[config.mk]
export PLATFORM = sky130hd
export DESIGN_NAME = parking_occupancy_ctrl
export DESIGN_NICKNAME = d
export VERILOG_FILES = /design/src/rtl/parking_pkg.sv /design/src/rtl/parking_edge_det.sv /design/src/rtl/parking_occupancy_ctrl.sv
export SDC_FILE = /design/constraint.sdc
export NUM_CORES = 1
export LEC_CHECK = 0
export ABC_AREA = 1
export BUFFER_PORTS_ARGS = -buffer_cell sky130_fd_sc_hd__buf_2
export CAP_MARGIN = 10
export CORE_MARGIN = 3
export CORE_UTILIZATION = 53
export CTS_BUF_LIST = sky130_fd_sc_hd__clkbuf_4 sky130_fd_sc_hd__clkbuf_8
export CTS_CLUSTER_SIZE = 14
export DETAILED_ROUTE_END_ITERATION = 8
export GPL_TIMING_DRIVEN = 1
export PLACE_DENSITY = 0.78
export RECOVER_POWER = 50
export SYNTH_ARGS = -nofsm -noshare
export SYNTH_HDL_FRONTEND = slang
export SYNTH_SLANG_ARGS = --single-unit
[constraint.sdc]
create_clock -name clk -period 1.4 [get_ports clk]
set_input_delay 0.14 -clock clk [delete_from_list [all_inputs] [get_ports clk]]
set_output_delay 0.14 -clock clk [all_outputs]
set_load 0.05 [all_outputs]
[src/rtl/parking_pkg.sv]
// rtl/parking_pkg.sv - shared types and default constants for the parking occupancy block
package parking_pkg;

   // Entry barrier handshake states
   typedef enum logic [2:0] {
      G_IDLE  = 3'd0,
      G_RAISE = 3'd1,
      G_UP    = 3'd2,
      G_LOWER = 3'd3,
      G_FAULT = 3'd4
   } gate_state_t;

   localparam int DEF_CAPACITY     = 16;
   localparam int DEF_CNT_W        = 5;
   localparam int DEF_GATE_TIMEOUT = 200;
   localparam int DEF_TO_W         = 8;

endpackage

[src/rtl/parking_edge_det.sv]
// rtl/parking_edge_det.sv - single-bit rising-edge detector
module parking_edge_det (
   input  logic clk,
   input  logic rst_n,
   input  logic din,
   output logic evt
);

   logic din_d;

   // Remember the previous level so a held-high input yields one event
   always_ff @(posedge clk) begin
      if (!rst_n) din_d <= 1'b0;
      else        din_d <= din;
   end

   assign evt = din & ~din_d;

endmodule

[src/rtl/parking_occupancy_ctrl.sv]
// rtl/parking_occupancy_ctrl.sv - occupancy counter, sticky error flags and entry gate handshake
module parking_occupancy_ctrl
   import parking_pkg::*;
#(
   parameter int CAPACITY     = DEF_CAPACITY,
   parameter int CNT_W        = DEF_CNT_W,
   parameter int GATE_TIMEOUT = DEF_GATE_TIMEOUT,
   parameter int TO_W         = DEF_TO_W
) (
   input  logic             clk,
   input  logic             rst_n,
   input  logic             entering,
   input  logic             exiting,
   input  logic             veh_req,
   input  logic             gate_ack,
   input  logic             err_clr,
   output logic             gate_open,
   output logic [CNT_W-1:0] count,
   output logic             full,
   output logic             empty,
   output logic             err_overflow,
   output logic             err_underflow,
   output logic             gate_fault
);

   localparam logic [CNT_W-1:0] CAP     = CNT_W'(CAPACITY);
   localparam logic [TO_W-1:0]  TO_LAST = TO_W'(GATE_TIMEOUT - 1);

   logic             ent_evt, ext_evt;
   logic [CNT_W-1:0] cnt_nxt;
   logic             ovf_nxt, udf_nxt;
   gate_state_t      state, state_nxt;
   logic [TO_W-1:0]  timer, timer_nxt;
   logic             gate_open_nxt, gate_fault_nxt;

   parking_edge_det u_ent_edge (
      .clk   (clk),
      .rst_n (rst_n),
      .din   (entering),
      .evt   (ent_evt)
   );

   parking_edge_det u_ext_edge (
      .clk   (clk),
      .rst_n (rst_n),
      .din   (exiting),
      .evt   (ext_evt)
   );

   // Next occupancy and error flags; simultaneous entry and exit cancel out
   always_comb begin
      cnt_nxt = count;
      ovf_nxt = err_clr ? 1'b0 : err_overflow;
      udf_nxt = err_clr ? 1'b0 : err_underflow;
      if (ent_evt && !ext_evt) begin
         if (count < CAP) cnt_nxt = count + 1'b1;
         else             ovf_nxt = 1'b1;
      end else if (ext_evt && !ent_evt) begin
         if (count != '0) cnt_nxt = count - 1'b1;
         else             udf_nxt = 1'b1;
      end
   end

   // Occupancy register with flags derived from the new count on the same edge
   always_ff @(posedge clk) begin
      if (!rst_n) begin
         count         <= '0;
         full          <= 1'b0;
         empty         <= 1'b1;
         err_overflow  <= 1'b0;
         err_underflow <= 1'b0;
      end else begin
         count         <= cnt_nxt;
         full          <= (cnt_nxt == CAP);
         empty         <= (cnt_nxt == '0);
         err_overflow  <= ovf_nxt;
         err_underflow <= udf_nxt;
      end
   end

   // Gate next state, travel timer and registered output values
   always_comb begin
      state_nxt = state;
      case (state)
         G_IDLE:  if (veh_req && !full) state_nxt = G_RAISE;
         G_RAISE: begin
            if (gate_ack)              state_nxt = G_UP;
            else if (timer == TO_LAST) state_nxt = G_FAULT;
         end
         G_UP:    if (ent_evt || !veh_req) state_nxt = G_LOWER;
         G_LOWER: begin
            if (!gate_ack)             state_nxt = G_IDLE;
            else if (timer == TO_LAST) state_nxt = G_FAULT;
         end
         G_FAULT: if (err_clr) state_nxt = G_IDLE;
         default: state_nxt = G_IDLE;
      endcase

      timer_nxt = '0;
      if ((state_nxt == state) && ((state == G_RAISE) || (state == G_LOWER)))
         timer_nxt = timer + 1'b1;

      gate_open_nxt = (state_nxt == G_RAISE) || (state_nxt == G_UP);

      // A new fault outranks a clear arriving on the same cycle
      if (state_nxt == G_FAULT) gate_fault_nxt = 1'b1;
      else if (err_clr)         gate_fault_nxt = 1'b0;
      else                      gate_fault_nxt = gate_fault;
   end

   // Gate state register; outputs are registered so they carry no input paths
   always_ff @(posedge clk) begin
      if (!rst_n) begin
         state      <= G_IDLE;
         timer      <= '0;
         gate_open  <= 1'b0;
         gate_fault <= 1'b0;
      end else begin
         state      <= state_nxt;
         timer      <= timer_nxt;
         gate_open  <= gate_open_nxt;
         gate_fault <= gate_fault_nxt;
      end
   end

endmodule

Word-level counts from Yosys, hierarchy flattened
Cells that the tools add are included.
- add/sub/neg operators: 3
- $lt $le $gt $ge: 1
- equal/unequal tests: 10
- mux-type cells: 20
- bitwise gates (word level): 4
- reduce and logical (&&, ||, !) cells: 16
- operators with widths (kind ; number):
    2-to-1 mux 5 bit ; 4
    2-to-1 mux 3 bit ; 6
    one-hot mux 3 bit (5 select lines) ; 1
    equality test 3 x 2 -> 1 bit, second input constant ; 3
    2-to-1 mux 1 bit ; 9
    adder 8 x 1 -> 8 bit, second input constant ; 1
    equality test 8 bit, second input constant ; 1
    equality test 3 x 1 -> 1 bit, second input constant ; 2
    equality test 3 bit, second input constant ; 2
    adder 5 x 1 -> 5 bit, second input constant ; 1
    equality test 5 bit, second input constant ; 1
    zero test 5 bit ; 1
    < comparator 5 bit, second input constant ; 1
    nonzero test 5 bit ; 1
    subtractor 5 x 1 -> 5 bit, second input constant ; 1
    logical AND 1 bit ; 4
    zero test 1 bit ; 4
    equality test 3 bit ; 1
    zero test 3 bit ; 1
    logical OR 1 bit ; 3
    AND 1 bit ; 2
    NOT 1 bit ; 2
    AND reduction 2 bit ; 1
    nonzero test 2 bit ; 1
- bits in registers: 24
- bits of input ports: 7
- output and inout bits: 11

Longest topological paths before layout
Gate-level depths: netlist of run 1.
- depth in word-level cells: 8
- gate-level depth with buffers: 12
- mapped depth without buffers: 12

Modules after synthesis
A second synthesis of run 1 with hierarchy kept.
- cell total of the unflattened synthesis: 179
- area, all modules: 1242.4 um2
- modules (own cells, without submodules) (module ; times used ; cells each ; area each (um2) ; sequential area each (um2)):
    parking_occupancy_ctrl ; 1 ; 169 ; 1167.4 ; 440.4
    parking_edge_det ; 2 ; 5 ; 37.5 ; 20.0

Worst setup path before layout of run 1
OpenSTA, ideal clock, no wires.
- path type: reg2reg
- start point: register count[0]
- end point: register full
- library setup time: 62 ps
- arrival: 1692 ps
- path slack: -354 ps
- cell stages (with the launch flop): 12
- buffers on the path: 0
- clock period less this slack: 1754 ps
- cell sequence: dfxtp_1 inv_1 ha_1 nand3_2 nand2_2 nand2_1 nand2_1 nand2_2 inv_2 nor2_2 nand2_1 nor2_2
- longest elaborated chain between the ends: 5
- elaborated cells on any way between the ends: 9
- RTL lines (what ; line ; source):
    start: declaration ; parking_occupancy_ctrl.sv:18 ; output logic [CNT_W-1:0] count,
    start signal: assignment ; parking_occupancy_ctrl.sv:73 ; count <= cnt_nxt;
    subtractor 5 x 1 -> 5 bit / nonzero test 5 bit (equally long branches) ; parking_occupancy_ctrl.sv:59 ; if (count != '0) cnt_nxt = count - 1'b1;
    2-to-1 mux 5 bit ; parking_occupancy_ctrl.sv:59 ;
    2-to-1 mux 5 bit ; parking_occupancy_ctrl.sv:58 ; end else if (ext_evt && !ent_evt) begin
    2-to-1 mux 5 bit (*) ; parking_occupancy_ctrl.sv:55 ; if (ent_evt && !ext_evt) begin
    equality test 5 bit (*) ; parking_occupancy_ctrl.sv:74 ; full <= (cnt_nxt == CAP);
    end signal: assignment ; parking_occupancy_ctrl.sv:74 ;
    end: declaration ; parking_occupancy_ctrl.sv:19 ; output logic full,
Mark *: on every way between the ends. The rest lies on a longest branch, timed or not.
A chain may end at the register's enable or synchronous reset.

Final worst setup path of run 1
- start point: register count[0]
- end point: register empty
- longest elaborated chain between the ends: 5
- elaborated cells on any way between the ends: 9
- RTL lines (what ; line ; source):
    subtractor 5 x 1 -> 5 bit / nonzero test 5 bit (equally long branches) ; parking_occupancy_ctrl.sv:59 ;
    2-to-1 mux 5 bit ; parking_occupancy_ctrl.sv:59 ;
    2-to-1 mux 5 bit ; parking_occupancy_ctrl.sv:58 ;
    2-to-1 mux 5 bit (*) ; parking_occupancy_ctrl.sv:55 ;
    zero test 5 bit (*) ; parking_occupancy_ctrl.sv:75 ; empty <= (cnt_nxt == '0);
    end signal: assignment ; parking_occupancy_ctrl.sv:75 ;
    end: declaration ; parking_occupancy_ctrl.sv:20 ; output logic empty,
Marks and branches as above.

==> results.cfg, run 1 <==
[final_layout]
multi_input_area_sq_um = 786
antenna_cells = 0
syn_to_final_growth_pct = 26.6
seq_area_sq_um = 494
drive_above_1_share_pct = 41.0
final_nets = 221
fillCellCount = 177

[placement]
pre_cts_ws_ns = -0.0576
hpwl_mm = 1.92
gp_congestion = 0.821
numPortBuffers = 17

[worst_setup_path]
r2r_end = empty$_SDFF_PN1_
cp_data_arrival_time_ns = 1.70
crit_top_cell = nand2_1
regToRegSetupSlack_ns = -0.02
worst_path_largest_cell_delay_ns = 0.39
r2r-start = count[0]$_SDFF_PN0_
worstSetupEndpointType = flip-flop
cp_slowest_cell = dfxtp_4
crit_chain = inv_4 > ha_4 > buf_6 > nand2_1 > nand2_1 > nand3_1 > nand2_1 > nand2_2 > nand2_2 > nor2_4 > nand3_1 > nand2_1
reg2regPathDepth = 12
crit_fanout = 3
critPathLaunchType = flip-flop
required_ns = 1.68
worst-setup-path-type = reg -> reg
crit_start = count[0]$_SDFF_PN0_

[drt]
wl_per_cell_microns = 11.7
route.detailed.drc = 0
viasPerCell = 5.05
drt_wl_total_mm = 2.78
dr.first_iter.drc_count = 62
firstDrtPassIters = 4
drtAntennaViolNets = 0
vias = 1202

[clock_tree]
h-tree-depth = 1
clockBufferDepth = 2
cts_tree = built
cts.sinks = 24
cts_hold_buffers = 0
cts_buffers = 3
path_clk_slew_ns = 0.12
clk_latency_ns = 0.33
cts-root-buf = clkbuf_4

[synth]
synth-seq-area-share_pct = 37.8
syn_inst = 181
postSynthAreaPerCell_sq_um = 7.02
syn-cell-area_sq_um = 1270
synth_seq_cells = 24
syn-num-nets = 191
ys_types = 26
yosys_warnings = 0

[sta]
slew_violations = 0
max_slew_margin_pct = 60.5
max_freq_mhz = 706
finalSetupViolCount = 1
setup_slack_ns = -0.0168
layout_min_cycle_time_ns = 1.42
fin_skew_ns = 0.00220
rsz0062_at_grt = yes
hold_viol = 0
finalSetupTns_ns = -0.0168
fin_crit_sh_pct = 101
tightest_slew_ns = 0.595

[pwr]
p_per_area_nw_per_um2 = 965
p_int_mw = 1.00
seq_power_share_pct = 48.1
power.leakage_nw = 0.716
netSwitchingPower_mw = 0.551
ir_drop_mv = 0.846
combPwrFrac_pct = 31.8
clkPwrFrac_pct = 20.1
swShare_pct = 35.5

[grt]
gr-total-overflow = 0
antenna_found_initial = 0
grt_max_degree = 14
gr-usage-all-layers_pct = 19.3
grt_pass1_vias = 1035
grt_pass1_wl_mm = 4.22

[floorplan]
start_util_pct = 56.9
fp.dieH_microns = 55.0
core_area_sq_um = 2230
die_area_sq_um = 3020
die_w_microns = 55.0
placementRows = 17
ioPinCount = 18

[hold_path]
min_from = exiting
min_path_cells = 3
hold_class = in -> reg
hold_path_end = u_ext_edge.din_d$_SDFF_PN0_

[run_status]
outcome = finished, violations left
violations = negative setup slack

[job]
maxCapViolCount = 0
[layout make-up]
| class | instances | area share [%] |
|---|---|---|
| clock inverters | 1 | 0.233 |
| inverters | 27 | 6.61 |
| flip-flops and latches | 24 | 30.7 |
| well taps | 28 | 2.18 |
| repair buffers | 27 | 10.0 |
| clock buffers | 3 | 1.40 |
| multi-input cells | 128 | 48.8 |
[what timing repair did]
item                                    4_1_cts  5_1_grt
endpoints found under the setup margin        3       17
gates cloned                                  0        0
pin swaps                                     7       11
gates resized for setup                       9       28
buffers inserted                              5        1
[cells by family after synthesis]
group	after synthesis	synth area share (%)
AOI/OAI and AO/OA	21	8.96
buffers and inverters	29	9.15
and+or+nand+nor	101	39.1
adders and majority gates	3	2.95
xor gates and xnor gates	3	2.07
DFF	24	37.8
[critical path, delay by kind of cell (launching register included)]
family	cells	cell delay (ns)
simple gates	9	0.67
flops	1	0.39
buf+inv	2	0.16
fa+ha+maj	1	0.16
[layout by cell type, fill, tap and decap left out, types with 2 or more instances in the layout]
master    instances
a21oi_1           7
buf_2            10
buf_4             9
clkbuf_1          2
clkbuf_2          5
clkbuf_4          3
dfxtp_1          17
dfxtp_2           5
dfxtp_4           2
ha_4              2
inv_1            15
inv_2            10
inv_4             2
nand2_1          37
nand2_2           9
nand2_4           3
nand3_1          14
nand3_2           3
nor2_1           15
nor2_2            6
nor2_4            7
nor3_1            2
nor3_2            2
o21ai_0           7
o21ai_1           3
o21ai_2           2
xor2_1            2
[power by group through the flow]
stage / Sequential (mW) / Clock [mW] / Combinational (mW)
5_1_grt: 0.752 / 0.349 / 0.541
3_3_place_gp: 0.756 / 0 / 0.398
3_5_place_dp: 0.758 / 0 / 0.409
2_1_floorplan: 0.839 / 0 / 0.237
4_1_cts: 0.745 / 0.313 / 0.458
6_report: 0.748 / 0.312 / 0.494
[layer usage]
metal  GRT usage [%]  share of wire (%)
met1            24.1                 44
met2            32.5                 50
met3            5.63                4.5
met4            4.86                1.4
met5               0                  0
[Yosys cell counts]
library cell	instances	area, sq um
nand2_1	44	165
dfxtp_1	24	480
nor2_1	19	71.3
inv_1	18	67.6
nand3_1	15	75.1
o21ai_0	11	55.1
inv_2	9	33.8
a21oi_1	7	35.0
nor2_2	6	37.5
nand2_2	4	25.0
ha_1	3	37.5
nor2_4	3	33.8
nand3_2	2	20.0
nor3_1	2	10.0
nor3_2	2	20.0
xor2_1	2	17.5
a21boi_1	1	7.51
and2_4	1	8.76
buf_6	1	11.3
clkbuf_1	1	3.75
nand2_4	1	11.3
nand4_1	1	6.26
nor3b_2	1	12.5
o21ai_2	1	8.76
o31ai_1	1	7.51
xnor2_1	1	8.76
[state kept, by name, indices dropped and copies added, names as in the netlist]
register,count
count,5
full,1
gate_fault,1
err_overflow,1
gate_open,1
u_ent_edge.din_d,1
state,3
empty,1
u_ext_edge.din_d,1
err_underflow,1
timer,8
[worst max-delay path by stage]
stage                             to  slack, ns  depth (start not counted)
finish              empty$_SDFF_PN1_      -0.02                         12
CTS                  full$_SDFF_PN0_      -0.04                         12
global placement    empty$_SDFF_PN1_      0.005                         12
detailed placement   full$_SDFF_PN0_      -0.06                         12
global route        empty$_SDFF_PN1_      -0.08                         13
floorplan            full$_SDFF_PN0_       0.02                         12
[per-stage QoR]
step           utilization, %  hold WS, ns  power, mW  cells  instance area, sq um
2_1_floorplan               -        0.209       1.08    181                  1300
3_3_place_gp             64.1        0.346       1.15    228                  1430
3_5_place_dp             64.1        0.350       1.17    228                  1430
4_1_cts                  68.0      0.00280       1.52    237                  1520
5_1_grt                  72.0       0.0160       1.64    238                  1610
6_report                 72.0      0.00387       1.55    238                  1610
Note: power is estimated with default switching activity, not from simulation.
==> run 2: changes to the inputs <==
--- a/config.mk
+++ b/config.mk
@@ -9,12 +9,11 @@
 export BUFFER_PORTS_ARGS = -buffer_cell sky130_fd_sc_hd__buf_2
 export CAP_MARGIN = 10
 export CORE_MARGIN = 3
-export CORE_UTILIZATION = 53
+export CORE_UTILIZATION = 40
 export CTS_BUF_LIST = sky130_fd_sc_hd__clkbuf_4 sky130_fd_sc_hd__clkbuf_8
 export CTS_CLUSTER_SIZE = 14
 export DETAILED_ROUTE_END_ITERATION = 8
 export GPL_TIMING_DRIVEN = 1
-export PLACE_DENSITY = 0.78
 export RECOVER_POWER = 50
 export SYNTH_ARGS = -nofsm -noshare
 export SYNTH_HDL_FRONTEND = slang
==> constraint.sdc (replaced) <==
create_clock -name clk -period 1.4 [get_ports clk]
set_input_delay 0.28 -clock clk [delete_from_list [all_inputs] [get_ports clk]]
set_output_delay 0.28 -clock clk [all_outputs]
set_load 0.05 [all_outputs]
==> run 2 against run 1 <==
  * The run now ends clean
  * Clock-buffer cell count is the same
  * Fmax grew 1.8%
  * Clock skew is 0.0093 ns higher
  * Sequential cell count is the same
  * Highest routed layer unchanged
  * Final cell count up 5.9%
  * Sequential share of layout area grew 0.25 points
  * Utilization is 17 points lower
  * Design area shrank 0.31%
==> results.cfg, run 2 (synthesized netlist as in run 1, its figures left out) <==
[placement]
numPortBuffers = 17
hpwl_mm = 2.03
gp_congestion = 0.819
placed_cells = 243
dpl_cell_area_sq_um = 1460
pre_cts_ws_ns = -0.0643

[worst_setup_path]
worst-setup-path-type = reg -> reg
crit_fanout = 3
required_ns = 1.67
worstSetupEndpointType = flip-flop
critPathLaunchType = flip-flop
cp_data_arrival_time_ns = 1.66

[final_layout]
top_register = timer
syn_to_final_growth_pct = 26.2
largest_reg_flops = 8
final_common_cell = nand2_1
top_regs = timer (8), count (5), state (3)
antenna_cells = 0
layout.cells.most_common_list = nand2_1, nor2_1, dfxtp_1, inv_1
final_nets = 221
final_cells = 252
finalInstanceArea_sq_um = 1600
drive_above_1_share_pct = 36.7

[clock_tree]
cts_tree = built
cts_buffers = 3
h-tree-depth = 1
clockBufferDepth = 2
cts-root-buf = clkbuf_4
clk_latency_ns = 0.32
path_clk_slew_ns = 0.13
cts.sinks = 24

[sta]
tightest_slew_ns = 0.411
setup_slack_ns = 0.00847
slew_violations = 0
rsz0062_at_grt = yes
fin_skew_ns = 0.0114
whs_ns = 0.168
max_freq_mhz = 719
hold_viol = 0
layout_min_cycle_time_ns = 1.39
finalSetupViolCount = 0
fin_crit_sh_pct = 99.4
max_slew_margin_pct = 72.3

[drt]
viasPerCell = 4.67
wl_per_cell_microns = 10.4
drtAntennaViolNets = 0
route.detailed.drc = 0
drt_wl_total_mm = 2.63
firstDrtPassIters = 4
dr.first_iter.drc_count = 65
vias = 1176

[floorplan]
placementRows = 19
start_util_pct = 43.8
die_w_microns = 62.4
core_area_sq_um = 2900
fp.dieH_microns = 62.4
ioPinCount = 18
die_area_sq_um = 3890

[pwr]
ir_drop_mv = 0.664
p_per_area_nw_per_um2 = 1050
power.leakage_nw = 0.730

[run_status]
outcome = finished, final reports clean

[hold_path]
hold_class = in -> reg

[grt]
gr-usage-all-layers_pct = 13.4
grt_max_degree = 15
grt_pass1_vias = 1026
gr-total-overflow = 0
grt_pass1_wl_mm = 4.31
antenna_found_initial = 0

[job]
maxCapViolCount = 0
## run 2: cell types whose count changed in the layout (fill, tap and decap cells not counted), moves of 5 or more
cell and delta:
buf_2 +5, nand2_1 +6, nand2_2 -5, clkbuf_2 -5
## run 2: final timing paths
kind	start	end	slack (ns)	depth (start not counted)
worst max register to register	count[0]$_SDFF_PN0_	full$_SDFF_PN0_	0.008	9
worst max-delay path	count[0]$_SDFF_PN0_	full$_SDFF_PN0_	0.008	9
worst min-delay path	entering	u_ent_edge.din_d$_SDFF_PN0_	0.17	3
worst min register to register	gate_fault$_SDFFE_PN0P_	gate_fault$_SDFFE_PN0P_	0.47	2
## run 2: per-stage QoR
stage	utilization, %	power, mW	TNS, ns
3_5_place_dp	50.3	1.17	-0.108
4_1_cts	52.6	1.69	-0.0145
6_report	55.3	1.69	0
5_1_grt	55.3	1.79	-0.274
3_3_place_gp	50.3	1.16	0
2_1_floorplan	-	1.08	0
## run 2: final cells by class
class | count | area, sq um
sequential | 24 | 497
fill | 289 | 1300
inverter | 27 | 106
tap | 42 | 52.6
clock inverter | 1 | 30.0
clock buffer | 3 | 22.5
multi-input combinational | 128 | 731
timing repair buffer | 27 | 165
## run 2: critical path, cell delays in order (launching register included)
cell     delay [ns]
dfxtp_4        0.38
buf_4          0.13
ha_1           0.20
inv_1          0.10
o21ai_0        0.08
nand3_1        0.11
nand2_1        0.07
nor2_2         0.13
nand2_1        0.08
nor2_2         0.08
## run 2: timing repair
| action | CTS | global route |
|---|---|---|
| hold buffers | 0 | 0 |
| resized for setup | 5 | 17 |
| endpoints found under the setup margin | 2 | 15 |
| setup buffers | 1 | 4 |
| pin swaps | 0 | 3 |
## run 2: routing by layer
metal | global-route usage [%] | routed length, microns
met5 | 0 | 0
met4 | 2.48 | 7
met3 | 3.78 | 79
met2 | 23.0 | 1260
met1 | 16.9 | 1280
## run 2: where the power goes
group,switching (mW),internal (mW)
registers,0.0291,0.716
clock network,0.204,0.290
logic,0.288,0.160
==> run 3: changes to the inputs <==
==> constraint.sdc (replaced) <==
create_clock -name clk -period 1.4 [get_ports clk]
set_input_delay 0.42 -clock clk [delete_from_list [all_inputs] [get_ports clk]]
set_output_delay 0.42 -clock clk [all_outputs]
set_load 0.05 [all_outputs]
==> run 3 against run 2 <==
  * Design area is 2.7% higher
  * Clock-buffer cell count is 1 higher
  * Wire length increased by 0.11%
  * Worst hold slack improved by 0.14 ns
  * Sequential power hardly changed
  * Highest routed layer unchanged
==> results.cfg, run 3 (synthesized netlist as in run 1, its figures left out) <==
[run_status]
outcome = finished, final reports clean

[placement]
hpwl_mm = 2.01
placed_cells = 249
gp_congestion = 0.818
numPortBuffers = 17

[sta]
whs_ns = 0.311
max_slew_margin_pct = 72.7
finalSetupViolCount = 0
tightest_slew_ns = 0.406
finalSetupTns_ns = 0
fin_skew_ns = 0.00238
fin_crit_sh_pct = 99.0
hold_viol = 0
max_freq_mhz = 721
layout_min_cycle_time_ns = 1.39
rsz0062_at_grt = yes
slew_violations = 0

[grt]
grt_max_degree = 14
grt_pass1_vias = 1075
antenna_found_initial = 0
gr-usage-all-layers_pct = 13.8
gr-total-overflow = 0
grt_pass1_wl_mm = 4.44

[hold_path]
hold_class = in -> reg

[final_layout]
syn_to_final_growth_pct = 29.6
top_regs = timer (8), count (5), state (3)
final_common_cell = nand2_1
multi_input_area_sq_um = 742
drive_above_1_share_pct = 39.7
top_register = timer
seq_area_sq_um = 497
final_cells = 256
layout.cells.most_common_list = nand2_1, nor2_1, dfxtp_1, inv_1, nand3_1
largest_reg_flops = 8
final_nets = 225
antenna_cells = 0
fillCellCount = 296

[drt]
wl_per_cell_microns = 10.3
firstDrtPassIters = 4
drt_wl_total_mm = 2.63
vias = 1185
drtAntennaViolNets = 0
dr.first_iter.drc_count = 55
route.detailed.drc = 0
viasPerCell = 4.63

[floorplan]
core_area_sq_um = 2900
ioPinCount = 18
die_w_microns = 62.4
die_area_sq_um = 3890
placementRows = 19
fp.dieH_microns = 62.4
start_util_pct = 43.8

[worst_setup_path]
critPathLaunchType = flip-flop
worst-setup-path-type = reg -> out
worstSetupEndpointType = output pin
cp_data_arrival_time_ns = 0.97
crit_fanout = 3
required_ns = 0.98
regToRegSetupSlack_ns = 0.04

[pwr]
p_per_area_nw_per_um2 = 954
power.leakage_nw = 0.741
ir_drop_mv = 0.803
fin_total_pwr_mw = 1.57

[clock_tree]
cts_buffers = 3
path_clk_slew_ns = 0.12
cts-root-buf = clkbuf_4
h-tree-depth = 1
cts_tree = built
cts_hold_buffers = 0
clockBufferDepth = 2
clk_latency_ns = 0.30
cts.sinks = 24

[job]
maxCapViolCount = 0
==> run 3: cell types whose count changed in the layout (fill, tap and decap cells not counted), sizes merged <==
cell,delta
buf,+4
bufinv,-1
clkbuf,+1
==> run 3: layout make-up <==
type	count	share of cell area [%]
tap	42	3.19
timing repair buffer	31	13.4
multi-input combinational	128	45.0
inverter	27	6.45
clock buffer	4	1.82
sequential	24	30.1
==> run 3: worst paths after layout <==
check	from	endpoint	depth (start not counted)
setup / recovery	count[0]$_SDFF_PN0_	count[0]	2
hold / removal	exiting	u_ext_edge.din_d$_SDFF_PN0_	3
setup reg to reg	count[1]$_SDFF_PN0_	empty$_SDFF_PN1_	9
hold reg to reg	gate_fault$_SDFFE_PN0P_	gate_fault$_SDFFE_PN0P_	2
==> run 3: metrics by stage <==
stage                     utilization, %  area (sq um)  setup slack [ns]
final                               56.8          1650            0.0135
after global routing                56.8          1650           -0.0989
after CTS                           54.7          1590           0.00200
after detailed placement            51.8          1500           -0.0696
after global placement              51.8          1500           -0.0531
after floorplan                        -          1300            0.0157
==> run 3: timing repair <==
item / CTS / global route
pin swaps: 6 / 9
buffers inserted: 2 / 1
setup endpoints to repair: 6 / 14
resized for setup: 15 / 21
endpoints found under the hold margin: 0 / 0
==> run 3: metal layers <==
metal,global-route usage [%],wire [microns]
met1,16.4,1190
met5,0,0
met2,24.6,1310
met3,4.50,116
met4,2.48,14
==> run 3: power by group <==
| group | switching (mW) | total (mW) | internal [mW] | leakage [nW] |
|---|---|---|---|---|
| clock network | 0.190 | 0.320 | 0.131 | 0.0184 |
| registers | 0.0270 | 0.743 | 0.716 | 0.199 |
| logic | 0.307 | 0.508 | 0.201 | 0.523 |
| total | 0.524 | 1.57 | 1.05 | 0.741 |
==> run 3: critical path: stages (launching register included) <==
cell and delay, ns:
dfxtp_4 0.38, buf_4 0.14, buf_6 0.14
